[src/rtl/pipe_ctrl_pkg.sv]
// Shared encodings for the pipeline control slice: sequencer states and the
// architectural constants used by hazard detection and pipeline flushing.
package pipe_ctrl_pkg;

    typedef enum logic [1:0] {
        ST_RUN      = 2'd0,
        ST_MEM_WAIT = 2'd1,
        ST_ERROR    = 2'd2
    } pipe_state_t;

    // $zero never carries a real dependency.
    localparam logic [4:0]  REG_ZERO  = 5'd0;
    // Instruction word loaded into IF/ID on a flush.
    localparam logic [31:0] NOP_INSTR = 32'h0000_0000;

endpackage

[src/rtl/load_use_detect.sv]
// Load-use hazard compare: the load in EX writes a register that the
// instruction in ID reads. Purely combinational so the forwarding unit can
// share it.
module load_use_detect
    import pipe_ctrl_pkg::*;
(
    input  logic       i_ex_mem_read,
    input  logic [4:0] i_ex_rt,
    input  logic [4:0] i_id_rs,
    input  logic [4:0] i_id_rt,
    input  logic       i_id_uses_rt,
    output logic       o_hazard
);

    logic w_dst_live;
    logic w_rs_hit;
    logic w_rt_hit;

    assign w_dst_live = i_ex_mem_read && (i_ex_rt != REG_ZERO);
    assign w_rs_hit   = (i_ex_rt == i_id_rs);
    assign w_rt_hit   = i_id_uses_rt && (i_ex_rt == i_id_rt);
    assign o_hazard   = w_dst_live && (w_rs_hit || w_rt_hit);

endmodule

[src/rtl/hazard_stall_ctrl.sv]
// Pipeline sequencer for the 5-stage core: resolves load-use stalls, branch
// and jump flushes and data-memory wait states into the pipeline register
// enables, counts stalled cycles and flags a data-memory timeout.
module hazard_stall_ctrl
    import pipe_ctrl_pkg::*;
#(
    parameter int unsigned WAIT_MAX = 16,
    parameter int unsigned CNT_W    = 16
) (
    input  logic             clk,
    input  logic             rst,
    input  logic [4:0]       id_rs,
    input  logic [4:0]       id_rt,
    input  logic             id_uses_rt,
    input  logic             ex_mem_read,
    input  logic [4:0]       ex_rt,
    input  logic             ex_br_taken,
    input  logic             id_jump,
    input  logic             dmem_req,
    input  logic             dmem_ready,
    output logic             pc_write,
    output logic             ifid_write,
    output logic             ifid_flush,
    output logic             idex_flush,
    output logic             exmem_write,
    output logic [CNT_W-1:0] stall_cnt,
    output logic             mem_timeout
);

    localparam int unsigned      WC_W      = $clog2(WAIT_MAX + 1);
    localparam logic [WC_W-1:0]  WAIT_ONE  = WC_W'(1);
    localparam logic [WC_W-1:0]  WAIT_LAST = WC_W'(WAIT_MAX);
    localparam logic [CNT_W-1:0] CNT_ONE   = CNT_W'(1);

    pipe_state_t      r_state;
    pipe_state_t      w_next_state;
    logic [WC_W-1:0]  r_wait_cnt;
    logic [WC_W-1:0]  w_wait_next;
    logic             r_mem_timeout;
    logic             w_timeout_set;
    logic [CNT_W-1:0] r_stall_cnt;
    logic             w_load_use;

    load_use_detect u_load_use (
        .i_ex_mem_read (ex_mem_read),
        .i_ex_rt       (ex_rt),
        .i_id_rs       (id_rs),
        .i_id_rt       (id_rt),
        .i_id_uses_rt  (id_uses_rt),
        .o_hazard      (w_load_use)
    );

    // Next state, wait count and all pipeline enables; reset overrides
    // everything combinationally so outputs react without waiting for a clock.
    always_comb begin
        pc_write      = 1'b1;
        ifid_write    = 1'b1;
        ifid_flush    = 1'b0;
        idex_flush    = 1'b0;
        exmem_write   = 1'b1;
        w_next_state  = r_state;
        w_wait_next   = r_wait_cnt;
        w_timeout_set = 1'b0;

        if (!rst) begin
            pc_write     = 1'b0;
            ifid_write   = 1'b0;
            ifid_flush   = 1'b1;
            idex_flush   = 1'b1;
            exmem_write  = 1'b0;
            w_next_state = ST_RUN;
            w_wait_next  = '0;
        end else begin
            case (r_state)
                ST_RUN: begin
                    if (dmem_req && !dmem_ready) begin
                        pc_write     = 1'b0;
                        ifid_write   = 1'b0;
                        exmem_write  = 1'b0;
                        w_next_state = ST_MEM_WAIT;
                        w_wait_next  = WAIT_ONE;
                    end else if (ex_br_taken) begin
                        ifid_flush = 1'b1;
                        idex_flush = 1'b1;
                    end else if (w_load_use) begin
                        pc_write   = 1'b0;
                        ifid_write = 1'b0;
                        idex_flush = 1'b1;
                    end else if (id_jump) begin
                        ifid_flush = 1'b1;
                    end
                end
                ST_MEM_WAIT: begin
                    if (dmem_ready) begin
                        w_next_state = ST_RUN;
                        w_wait_next  = '0;
                    end else begin
                        pc_write    = 1'b0;
                        ifid_write  = 1'b0;
                        exmem_write = 1'b0;
                        if (r_wait_cnt == WAIT_LAST) begin
                            w_timeout_set = 1'b1;
                            w_next_state  = ST_ERROR;
                        end else begin
                            w_wait_next = r_wait_cnt + WAIT_ONE;
                        end
                    end
                end
                default: begin
                    pc_write    = 1'b0;
                    ifid_write  = 1'b0;
                    ifid_flush  = 1'b1;
                    idex_flush  = 1'b1;
                    exmem_write = 1'b0;
                end
            endcase
        end
    end

    // State register, wait counter and sticky timeout flag.
    always_ff @(posedge clk or negedge rst) begin
        if (!rst) begin
            r_state       <= ST_RUN;
            r_wait_cnt    <= '0;
            r_mem_timeout <= 1'b0;
        end else begin
            r_state    <= w_next_state;
            r_wait_cnt <= w_wait_next;
            if (w_timeout_set) begin
                r_mem_timeout <= 1'b1;
            end
        end
    end

    // Saturating count of cycles in which the PC was held.
    always_ff @(posedge clk or negedge rst) begin
        if (!rst) begin
            r_stall_cnt <= '0;
        end else if (!pc_write && (r_stall_cnt != '1)) begin
            r_stall_cnt <= r_stall_cnt + CNT_ONE;
        end
    end

    assign stall_cnt   = r_stall_cnt;
    assign mem_timeout = r_mem_timeout;

endmodule
[config.mk]
export PLATFORM = sky130hd
export DESIGN_NAME = hazard_stall_ctrl
export DESIGN_NICKNAME = d
export VERILOG_FILES = /design/src/rtl/pipe_ctrl_pkg.sv /design/src/rtl/load_use_detect.sv /design/src/rtl/hazard_stall_ctrl.sv
export SDC_FILE = /design/constraint.sdc
export NUM_CORES = 1
export LEC_CHECK = 0
export BUFFER_PORTS_ARGS = -buffer_cell sky130_fd_sc_hd__buf_4
export CAP_MARGIN = 0
export CORE_MARGIN = 2
export CORE_UTILIZATION = 55
export CTS_CLUSTER_DIAMETER = 50
export DETAILED_ROUTE_END_ITERATION = 8
export GPL_ROUTABILITY_DRIVEN = 0
export HOLD_SLACK_MARGIN = 0.02
export PLACE_DENSITY = 0.83
export SLEW_MARGIN = 0
export SYNTH_ARGS = -nofsm -noshare
export SYNTH_HDL_FRONTEND = slang
export SYNTH_HIERARCHICAL = 1
export SYNTH_SLANG_ARGS = --single-unit
[constraint.sdc]
create_clock -name clk -period 7.8 [get_ports clk]
set_clock_uncertainty 0.05 [all_clocks]
set_input_delay 1.56 -clock clk [delete_from_list [all_inputs] [get_ports clk]]
set_output_delay 1.56 -clock clk [all_outputs]
set_load 0.005 [all_outputs]
# After elaboration in Yosys (flattened, before gate mapping)
# Cells that the tools add are included.
[totals] output_inout_bits=22 word_cells=61 reg_bits=24
[op_classes] addsub=2 reduce_logical=12 eq_ne=9 muxes=34
[ops] operator="1-bit two-way mux" count=20
[ops] operator="5-bit two-way mux" count=4
[ops] operator="16-bit by 1-bit adder with 16-bit output (second input constant)" count=1
[ops] operator="16-bit inequality test (second input constant)" count=1
[ops] operator="5-bit equality test" count=2
[ops] operator="5-bit one-hot mux with 2 select lines" count=1
[ops] operator="2-bit two-way mux" count=4
[ops] operator="4-bit inequality test (second input constant)" count=2
[ops] operator="1-bit one-hot mux with 2 select lines" count=4
[ops] operator="3-bit AND reduction" count=2
[ops] operator="5-bit by 1-bit adder with 5-bit output (second input constant)" count=1
[ops] operator="5-bit equality test (second input constant)" count=1
[ops] operator="1-bit logical AND" count=5
[ops] operator="5-bit nonzero test" count=1
[ops] operator="2-bit one-hot mux with 2 select lines" count=1
[ops] operator="3-bit by 1-bit inequality test with 1-bit output (second input constant)" count=1
[ops] operator="3-bit inequality test (second input constant)" count=1
[ops] operator="2-bit by 1-bit equality test with 1-bit output (second input constant)" count=1
[ops] operator="1-bit zero test" count=2
[ops] operator="2-bit zero test" count=1
[ops] operator="1-bit logical OR" count=1

# Logic depth before layout (Yosys ltp)
# Gate-level depths: netlist of the first run.
[logic_depth] depth_word=11 ltp_mapped=10 ltp_nobuf=9

# By module
# The synthesis of the first run kept the hierarchy.
[modules_own_cells] mod="hazard_stall_ctrl" instances=1 cells_per_inst=139 seq_area_each_um2=600.6 area_each_um2=1370.1
[modules_own_cells] mod="load_use_detect" instances=1 cells_per_inst=17 seq_area_each_um2=0.0 area_each_um2=132.6

# Least setup slack after synthesis of the first run
# OpenSTA, ideal clock, no wires.
[synth_timing] kind="in2out" start="input port ex_rt[0]" end="output port pc_write" t_arrival_ps=3248 required_time_ps=6190 stages=8 setup_slack_ps=2942 path_cell_list="or4_1 > o21ai_1 > a21oi_1 > nor2b_1 > a2111o_2 > inv_2 > buf_4 > buf_4"
[synth_via] elab_chain_cells=9 word_cells_on_any_way=12 cone_classes="eq/ne: 2; mux: 5; reduce/logical: 5"
[synth_rtl] element="start: declaration" line_no="hazard_stall_ctrl.sv:16" rtl="input logic [4:0] ex_rt,"
[synth_rtl] element="5-bit equality test" line_no="load_use_detect.sv:21" rtl="assign w_rt_hit = i_id_uses_rt && (i_ex_rt == i_id_rt);"
[synth_rtl] element="1-bit logical AND" line_no="load_use_detect.sv:21"
[synth_rtl] element="1-bit logical OR" line_no="load_use_detect.sv:22" rtl="assign o_hazard = w_dst_live && (w_rs_hit || w_rt_hit);"
[synth_rtl] element="1-bit logical AND (*)" line_no="load_use_detect.sv:22"
[synth_rtl] element="net w_load_use" line_no="hazard_stall_ctrl.sv:42" rtl="logic w_load_use;"
[synth_rtl] element="1-bit two-way mux (*) (3 in a row)"
[synth_rtl] element="1-bit one-hot mux with 2 select lines (*)"
[synth_rtl] element="1-bit two-way mux (*)"
[synth_rtl] element="end: declaration" line_no="hazard_stall_ctrl.sv:21" rtl="output logic pc_write,"
# Mark *: on every way through the listed nets, which the timed path passes. The rest lies on a longest branch.

# Worst setup path in the final report of the first run
[layout_timing] start="input port ex_rt[0]" end="output port ifid_write"
[layout_via] elab_chain_cells=9 word_cells_on_any_way=12 cone_classes="eq/ne: 2; mux: 5; reduce/logical: 5"
[layout_rtl] element="5-bit equality test" line_no="load_use_detect.sv:21"
[layout_rtl] element="1-bit logical AND" line_no="load_use_detect.sv:21"
[layout_rtl] element="1-bit logical OR" line_no="load_use_detect.sv:22"
[layout_rtl] element="1-bit logical AND (*)" line_no="load_use_detect.sv:22"
[layout_rtl] element="net w_load_use" line_no="hazard_stall_ctrl.sv:42"
[layout_rtl] element="1-bit two-way mux (*)" line_no="hazard_stall_ctrl.sv:85" rtl="end else if (w_load_use) begin"
[layout_rtl] element="1-bit two-way mux (*)" line_no="hazard_stall_ctrl.sv:82" rtl="end else if (ex_br_taken) begin"
[layout_rtl] element="1-bit two-way mux (*)" line_no="hazard_stall_ctrl.sv:76" rtl="if (dmem_req && !dmem_ready) begin"
[layout_rtl] element="1-bit one-hot mux with 2 select lines (*)" line_no="hazard_stall_ctrl.sv:74" rtl="case (r_state)"
[layout_rtl] element="1-bit two-way mux (*)" line_no="hazard_stall_ctrl.sv:65" rtl="if (!rst) begin"
[layout_rtl] element="end: declaration" line_no="hazard_stall_ctrl.sv:22" rtl="output logic ifid_write,"
# Marked as above.

==> results.md, run 1 <==
* Outcome: finished clean
* CTS tree: built
* Pwr per Cell Area at ~230 mW/mm2
* Hpwl dp at about 2600 um
* Vias in the first global route at roughly 1300
* Max-Cap Viols at 0
* Post-CTS sizing at 0
* Die Span Y at 56.27 um
* Fin. Hold Viols at 0
* CP top delay family: compound AO/OA/AOI/OAI gates
* Sink Count at 24
* Clk_lat worst skew at roughly 0.31 ns
* Num rows at 18
* Worst-path cell with the longest stage delay: a2111o_2
* Vias per Instance at 6.000
* DIE AREA at ~0.0032 mm2
* CP required at roughly 6.2 ns
* WP buf/inv at 3
* Io pins at 45
* Synth Area per Inst at approximately 9.6 um2
* DRC violations left at 0
* Type of the most critical hold path: flip-flop to flip-flop
* ANT nets after route at 0
* Initial Utilization at 59.57%
* TritonCTS buffer count at 3
* VDD IR max at about 220 uV
* Final period utilization at between 60 and 70%
* Clock Tree Root: clkbuf_4
* Slowest stage delay, CP at between 0.5 and 0.6 ns
* CTS H-tree lvls at 1
* Total power at about 430 uW
* Setup crit end kind: primary output
* Total GRT Usage at about 23%
* Sequential-to-total area share from yosys stat at about 40%
* WL final at 3429 um
* Post-place instance area at 0.001846 mm2
* DR pass1 iterations at 4
* Crit path cell chain: buf_4 > or4_1 > o21ai_1 > a21oi_1 > nor2b_1 > a2111o_2 > inv_2 > buf_4
* Pleak at approximately 0.00083 uW
* Critical path type: primary input to primary output
* Crit path DAT at ~3.5 ns
* Final net count at around 230
* Ys Warns at 6
* Util after Layout at around three quarters
* Core area at between 0.002 and 0.003 mm2
* Cts hold-fix bufs at 0
* Clock tree buffer depth at 2
* Async S/R FF share, synth at 100.0%
* Final Setup Violations at 0
* Worst Tran Pin Value at between 1 and 1.5 ns
* Crit path max fanout at 14
* Synthesized Nets at approximately 180
* Mapped Area at approximately 0.0015 mm2
* Chip width at roughly 56 um
* Via count at approximately 1400
* Port bufs at 44
* # diodes at 0
* Synthesized flop and latch total at 24
* Iter 0 DRT Violations at 45
* RSZ-0062 raised after global routing: false
* Slew HR at a little under a third
* CP Launch Type: primary input
* Distinct cells, synth at between 40 and 50
* Post-route cell area at 0.001882 mm2
* Final Max Slew Viols at 0
* Fillers at 184
* Fmax at approximately 200 MHz
* CP most frequent cell: buf_4
* Routed WL per cell at 14.91 um
* Share of cells above drive strength 1 at between 30% and 40%
* Largest net degree at the start of global routing at 32
* Total gr overflow at 0
* Setup bufs post-CTS at 0
* First-pass GRT wire length at 5975 um
* Tmin final at 5.090 ns
* Initial antenna violation count at 0
* Primary FF master, synth: dfrtp_1
* Area growth, synth to finish at 25.23%
* Worst-path clk slew at approximately 0.13 ns
* Setup_tns at 0 ns
* Fin Hold WS at around 0.44 ns
* Post-synth EDFFs at 0
* Cells after synthesis at about 160
## cells by family (layout without fill, tap and decap cells)
logic type                 count (synthesis)  after routing  share of synthesized area (%)
muxes                                      6              6                          4.579
xor gates and xnor gates                  20             20                          11.66
adders and majority gates                  3              3                          2.498
AOI/OAI and AO/OA                         27             27                          13.32
and+or+nand+nor                           64             64                          24.31
buffers and inverters                     12             56                          3.663
DFF                                       24             24                          39.97
## synthesized netlist by cell type (3+ instances only)
cell	number	share of area (%)
dfrtp_1	24	40
nand3_1	16	5.3
xor2_1	13	7.6
nand2_1	9	2.2
nor4_1	8	3.3
inv_1	7	1.7
xnor2_1	7	4.1
nor2_1	6	1.5
o21ai_0	6	2.0
nor3_1	5	1.7
a21oi_1	4	1.3
ha_1	3	2.5
mux2_2	3	2.2
nand2b_1	3	1.2
## per-stage QoR
stage	std cells	setup slack (ns)
2_1_floorplan	156	2.942
3_3_place_gp	226	2.772
3_5_place_dp	226	2.711
4_1_cts	230	2.709
5_1_grt	230	2.590
6_report	230	2.710
## cell type report
cell class	instances	area, um2	area share (%)
repair buffers	44	330.3	17.55
flip-flops and latches	24	600.6	31.91
multi-input cells	120	847.1	45.01
well taps	30	37.54	1.995
inverters	8	30.03	1.596
clock buffers	4	36.28	1.928
## routing by layer
layer / track usage, % / up-vias / wire, um
li1: - / 667 / -
met1: 29.44 / 665 / 1428
met2: 41.34 / 42 / 1815
met3: 2.535 / 6 / 152
met4: 7.143 / 0 / 32
met5: 0 / - / 0
## final timing paths
| path | startpoint | endpoint | slack, ns | depth (start not counted) |
|---|---|---|---|---|
| max | ex_rt[0] | ifid_write | 2.71 | 8 |
| min | mem_timeout | mem_timeout | 0.44 | 1 |
| max reg2reg | stall_cnt[0] | stall_cnt[11] | 5.59 | 5 |
| min reg2reg | mem_timeout | mem_timeout | 0.44 | 1 |
| max in group asynchronous | rst | stall_cnt[12] | 6.34 | 1 |
| min in group asynchronous | rst | mem_timeout | 1.09 | 1 |
## placed cells by master, fill, tap and decap left out, types with 4 or more instances in the layout
cell type,count
nor4_1,8
xor2_1,13
nand2_1,9
nand3_1,16
nor2_1,6
a21oi_1,4
dfrtp_1,24
o21ai_0,6
buf_4,44
nor3_1,5
xnor2_1,7
inv_1,7
## power breakdown
part,switching [uW],internal [uW]
Combinational,75.3,91.2
Clock,36.5,28.5
Sequential,47.6,155
Total,159,275
## sequential cells by signal, indices dropped and copies added (netlist names)
register     flops
stall_cnt       16
mem_timeout      1
r_wait_cnt       5
r_state          2
(Power assumes the default switching activity.)
==> run 2, diff against run 1 <==
--- a/config.mk
+++ b/config.mk
@@ -5,15 +5,16 @@
 export SDC_FILE = /design/constraint.sdc
 export NUM_CORES = 1
 export LEC_CHECK = 0
+export ABC_AREA = 1
 export BUFFER_PORTS_ARGS = -buffer_cell sky130_fd_sc_hd__buf_4
 export CAP_MARGIN = 0
 export CORE_MARGIN = 2
-export CORE_UTILIZATION = 55
+export CORE_UTILIZATION = 54
 export CTS_CLUSTER_DIAMETER = 50
 export DETAILED_ROUTE_END_ITERATION = 8
 export GPL_ROUTABILITY_DRIVEN = 0
 export HOLD_SLACK_MARGIN = 0.02
-export PLACE_DENSITY = 0.83
+export PLACE_DENSITY = 0.79
 export SLEW_MARGIN = 0
 export SYNTH_ARGS = -nofsm -noshare
 export SYNTH_HDL_FRONTEND = slang
==> constraint.sdc (replaced) <==
create_clock -name clk -period 5.1 [get_ports clk]
set_clock_uncertainty 0.05 [all_clocks]
set_input_delay 1.02 -clock clk [delete_from_list [all_inputs] [get_ports clk]]
set_output_delay 1.02 -clock clk [all_outputs]
set_load 0.005 [all_outputs]
==> run 2 against run 1 <==
  * Cell area up 19%
  * Largest power group is now combinational cells
  * Critical path type unchanged
  * Clock power up 25%
  * Sequential cell count unchanged
==> results.md, run 2 <==
* Final Setup Violations at 0
* Clk_lat worst skew at slightly above 0.3 ns
* Chip width at ~63 um
* Iter 0 DRT Violations at 46
* Total gr overflow at 0
* Via count at between 1500 and 2000
* Num rows at 21
* Commonest cells post-synth: nand2_1, nor2_1, inv_1, dfrtp_1, nand3_1
* Post-CTS sizing at 0
* Cts hold-fix bufs at 0
* Most common cell in the netlist: nand2_1
* Io pins at 45
* Placement Setup Slack at about 1.8 ns
* Crit path cell chain: buf_4 > inv_1 > nand2_1 > nand2_1 > nor2_1 > nand3_1 > a21oi_1 > inv_1 > nor2_1 > nand2_1 > nand3_4 > inv_2 > buf_4
* ANT nets after route at 0
* Die Span Y at ~63 um
* Initial Utilization at between 50% and 60%
* # diodes at 0
* CTS H-tree lvls at 1
* Async S/R FF share, synth at 100.0%
* Post-synth EDFFs at 0
* Sink Count at 24
* Type of the most critical hold path: flip-flop to flip-flop
* Tmin final at between 3 and 4 ns
* Outcome: finished clean
* DRC violations left at 0
* Worst Tran Pin Value at between 0.6 and 0.7 ns
* DIE AREA at slightly below 0.004 mm2
* Primary FF master, synth: dfrtp_1
* Cells after synthesis at 270
* VDD IR max at ~260 uV
* Post-place instance area at ~0.0022 mm2
* Max-Cap Viols at 0
* Synthesized Nets at roughly 300
* First-pass GRT wire length at between 6000 and 7000 um
* Clock Tree Root: clkbuf_4
* Core area at around 0.0033 mm2
* CP most frequent cell: nand2_1
* CTS tree: built
* DR pass1 iterations at 4
* CP required at between 4 and 5 ns
* Clock tree buffer depth at 2
* Initial antenna violation count at 0
* Pwr per Cell Area at 313.3 mW/mm2
* Share of cells above drive strength 1 at between 20 and 30%
* Worst-path cell with the longest stage delay: a21oi_1
* Routed WL per cell at 10.29 um
* Vias per Instance at between 4 and 5
* Largest net degree at the start of global routing at 30
* Port bufs at 44
* Final cell count without fillers at 360
* Mapped Area at 0.001871 mm2
* Max FFs per register at 16
* Final net count at roughly 340
* Setup_tns at 0 ns
* Crit path max fanout at 4
* Crit path DAT at about 2.2 ns
* Pleak at about 0.0011 uW
* Commonest non-fill, non-tap cell in the layout: nand2_1
* RSZ-0062 raised after global routing: false
* Top cells by area, synth: dfrtp_1, nand2_1, nand2_4
* CP Launch Type: primary input
* Post-route cell area at roughly 0.0022 mm2
* Critical path type: primary input to primary output
* Worst-path clk slew at around 0.12 ns
* Vias in the first global route at about 1700
* Final Max Slew Viols at 0
* Final period utilization at 63.91%
* Area growth, synth to finish at 19.87%
* Slew HR at between 50% and 60%
* Setup bufs post-CTS at 0
* Yosys top cell by area: dfrtp_1
* Hpwl dp at approximately 2900 um
* Ys Warns at 6
* Placed cells at 357
* Synthesized flop and latch total at 24
* Most frequent cells in the layout: nand2_1, buf_4, nor2_1, inv_1, dfrtp_1
* Fmax at 306.8 MHz
* Fillers at between 300 and 400
* Fin. Hold Viols at 0
* TritonCTS buffer count at 3
* Final setup margin at roughly 1.8 ns
* Total GRT Usage at a little over a fifth
* Setup crit end kind: primary output
* Total power at 702.4 uW
* Synth Area per Inst at ~6.9 um2
* Share of the synthesized area in the top cell type at about a third
* Slowest stage delay, CP at 0.18 ns
* WL final at between 3000 and 4000 um
* Distinct cells, synth at 24
* Sequential-to-total area share from yosys stat at between 30 and 40%
-- run 2: cells by family after synthesis --
logic type / Yosys count / synth area share [%]
and+or+nand+nor: 179 / 47.49
buffers and inverters: 37 / 8.897
DFF: 24 / 32.11
AOI/OAI and AO/OA: 16 / 4.348
xor gates and xnor gates: 11 / 5.151
adders and majority gates: 3 / 2.007
-- run 2: area by class of cell --
type / count / area (um2) / share of cell area, %
timing repair buffer: 44 / 330.3 / 14.73
inverter: 34 / 127.6 / 5.692
clock buffer: 3 / 22.52 / 1.004
tap: 46 / 57.56 / 2.567
multi-input combinational: 209 / 1104 / 49.22
sequential: 24 / 600.6 / 26.79
-- run 2: worst paths after layout --
check	startpoint	to	slack (ns)	cells past startpoint
setup / recovery	ex_rt[3]	ifid_write	1.84	13
hold / removal	mem_timeout	mem_timeout	0.43	2
setup reg to reg	stall_cnt[0]	stall_cnt[15]	3.16	8
hold reg to reg	mem_timeout	mem_timeout	0.43	2
max in group asynchronous	rst	stall_cnt[6]	4.18	1
min in group asynchronous	rst	stall_cnt[2]	0.55	1
-- run 2: critical path: cells and delay by family --
| family | cells | cell delay [ns] |
|---|---|---|
| AND/OR/NAND/NOR | 7 | 0.57 |
| AO/OA/AOI/OAI | 1 | 0.18 |
| buffers and inverters | 5 | 0.41 |
-- run 2: power breakdown --
part           internal (uW)  switching (uW)  total, uW
Combinational            150             189        338
Clock                   27.6            53.7       81.3
Sequential               227            55.9        283
-- run 2: metrics by stage --
| step | hold WS, ns | util, % |
|---|---|---|
| after floorplan | 0.4071 | - |
| after global placement | 0.3978 | 66.52 |
| after detailed placement | 0.4089 | 66.52 |
| after CTS | 0.4393 | 67.19 |
| after global routing | 0.4855 | 67.19 |
| final | 0.4328 | 67.19 |
-- run 2: per-layer routing --
metal  vias to the layer above  GRT usage (%)  part of all wire, %
met5                         -              0                    0
li1                        930              -                    -
met2                        36          35.62                   45
met1                       754          28.82                   50
met4                         0          7.778                  1.4
met3                         4          2.883                  4.0
==> run 3, diff against run 2 <==
--- a/config.mk
+++ b/config.mk
@@ -5,16 +5,16 @@
 export SDC_FILE = /design/constraint.sdc
 export NUM_CORES = 1
 export LEC_CHECK = 0
-export ABC_AREA = 1
+export ABC_AREA = 0
 export BUFFER_PORTS_ARGS = -buffer_cell sky130_fd_sc_hd__buf_4
 export CAP_MARGIN = 0
 export CORE_MARGIN = 2
-export CORE_UTILIZATION = 54
+export CORE_UTILIZATION = 51
 export CTS_CLUSTER_DIAMETER = 50
 export DETAILED_ROUTE_END_ITERATION = 8
 export GPL_ROUTABILITY_DRIVEN = 0
 export HOLD_SLACK_MARGIN = 0.02
-export PLACE_DENSITY = 0.79
+export PLACE_DENSITY = 0.78
 export SLEW_MARGIN = 0
 export SYNTH_ARGS = -nofsm -noshare
 export SYNTH_HDL_FRONTEND = slang
==> constraint.sdc (replaced) <==
create_clock -name clk -period 3.25 [get_ports clk]
set_clock_uncertainty 0.05 [all_clocks]
set_input_delay 0.65 -clock clk [delete_from_list [all_inputs] [get_ports clk]]
set_output_delay 0.65 -clock clk [all_outputs]
set_load 0.005 [all_outputs]
==> run 3 against run 2 <==
  * Worst setup slack worse by 1.7 ns
  * Sequential cell count is the same
  * Wire length shrank 7.9%
  * Combinational power rose by 19%
  * Clock power is 94% higher
  * Hold slack got worse by 0.17 ns
  * Via count shrank 20%
  * Clock-buffer cell count up 1
  * Global-route usage up 0.35 points
  * Critical path type unchanged
  * Cell area decreased by 15%
  * Register-to-register slack lost 2.1 ns
==> results.md, run 3 (synthesis results as in run 1) <==
* Crit path DAT at about 2.4 ns
* CP top delay family: compound AO/OA/AOI/OAI gates
* Post-route cell area at around 0.0019 mm2
* Switching share of power at 36.23%
* CP required at about 2.6 ns
* DIE AREA at around 0.0034 mm2
* Io pins at 45
* Setup_tns at 0 ns
* Type of the most critical hold path: primary input to async pin
* Worst Tran Pin Value at ~0.94 ns
* Die Span Y at ~58 um
* Worst-path cell with the longest stage delay: or4_1
* Port bufs at 44
* Critical path type: primary input to primary output
* Chip width at between 50 and 60 um
* Clock tree buffer depth at 2
* Slew HR at 36.51%
* Setup bufs post-CTS at 0
* Core area at 0.002781 mm2
* Post-CTS sizing at 0
* First-pass GRT wire length at between 5000 and 6000 um
* Iter 0 DRT Violations at 81
* Initial antenna violation count at 0
* Cts hold-fix bufs at 0
* DRC violations left at 0
* Placed cells at 230
* Routed WL per cell at 14.59 um
* Initial Utilization at between 50% and 60%
* Commonest non-fill, non-tap cell in the layout: buf_4
* Crit path max fanout at 6
* CP Launch Type: primary input
* VDD IR max at 452.7 uV
* Pwr per Cell Area at 544.9 mW/mm2
* Slowest stage delay, CP at roughly 0.53 ns
* CTS H-tree lvls at 1
* Reg power frac at a little under half
* RSZ-0062 raised after global routing: false
* WP buf/inv at 3
* Net Switching at 376.2 uW
* Most frequent cells in the layout: buf_4, dfrtp_1, nand3_1, xor2_1, nand2_1
* Clock Tree Root: clkbuf_4
* Clk_lat worst skew at ~0.31 ns
* Tmin final at between 3 and 4 ns
* WL final at between 3000 and 4000 um
* Num rows at 19
* Sink Count at 24
* Largest net degree at the start of global routing at 31
* TritonCTS buffer count at 3
* Vias in the first global route at 1315
* Fin. Hold Viols at 0
* Hpwl dp at roughly 2600 um
* Total gr overflow at 0
* Fillers at between 200 and 250
* Worst-path clk slew at between 0.1 and 0.15 ns
* Max FFs per register at 16
* Area growth, synth to finish at 26.81%
* CTS tree: built
* Clk network pwr share at between 15 and 20%
* CP most frequent cell: buf_4
* Final net count at 230
* DR pass1 iterations at 4
* Outcome: finished clean
* Gate power share at around 39%
* Via count at about 1400
* Internal power at between 600 and 700 uW
* Final Setup Violations at 0
* Final cell count without fillers at approximately 230
* Vias per Instance at around 5.9
* Fmax at 323.3 MHz
* Pleak at 0.0008458 uW
* Crit path cell chain: buf_4 > or4_1 > o21ai_1 > a21oi_1 > nor2b_1 > a2111o_2 > inv_2 > buf_4
* # diodes at 0
* Share of cells above drive strength 1 at about a third
* Final period utilization at 95.16%
* Post-place instance area at ~0.0019 mm2
* Max-Cap Viols at 0
* ANT nets after route at 0
* Total power at 1038 uW
* Total GRT Usage at between 20 and 25%
* Setup crit end kind: primary output
* Final Max Slew Viols at 0
run 3: cell count changes in the layout (fill, tap and decap cells not counted), sizes merged, moves of 3 or more:
cell and change:
nand2b +3, nor4 +9, nor2 -29, xor2 +10
buf +3, nand4 -6, o21ai -4, inv -26
mux2 +4, and3 +3, or4 +3, nor3 +4
nand2 -107
run 3: final cells by class:
cell class	instances	area, um2	share of cell area [%]
Clock buffer	4	36.28	1.904
Inverter	8	30.03	1.576
Multi-Input combinational cell	120	847.1	44.45
Sequential cell	24	600.6	31.52
Tap cell	31	38.79	2.035
Timing Repair Buffer	47	352.8	18.52
run 3: worst paths after layout:
path	from	endpoint	slack, ns	depth (start not counted)
max in group asynchronous	rst	stall_cnt[10]	2.63	2
min	rst	mem_timeout	0.26	2
max	ex_rt[0]	pc_write	0.16	8
max reg2reg	stall_cnt[0]	stall_cnt[11]	1.08	5
min in group clk	mem_timeout	mem_timeout	0.44	1
min reg2reg	mem_timeout	mem_timeout	0.44	1
run 3: power groups by stage:
stage	sequential (uW)	clock (uW)	combinational, uW
final	480	158	401
after global routing	497	176	442
after CTS	479	166	403
after detailed placement	485	0	400
after global placement	479	0	390
after floorplan	472	0	210
run 3: layer usage:
metal	GRT usage (%)	share of wire, %	vias up	routed length (um)
li1	-	-	671	-
met5	0	0	-	0
met1	25.86	43	666	1461
met3	3.795	3.7	6	127
met2	38.04	52	33	1764
met4	10.63	1.8	0	61
run 3: through the flow:
step | worst slack (ns) | hold WS (ns) | utilization, %
floorplan | 0.2119 | 0.3044 | -
global placement | 0.2083 | 0.4136 | 67.21
detailed placement | 0.1862 | 0.4159 | 67.21
CTS | 0.1687 | 0.2664 | 68.51
global route | 0.08002 | 0.2731 | 68.51
finish | 0.1573 | 0.2630 | 68.51
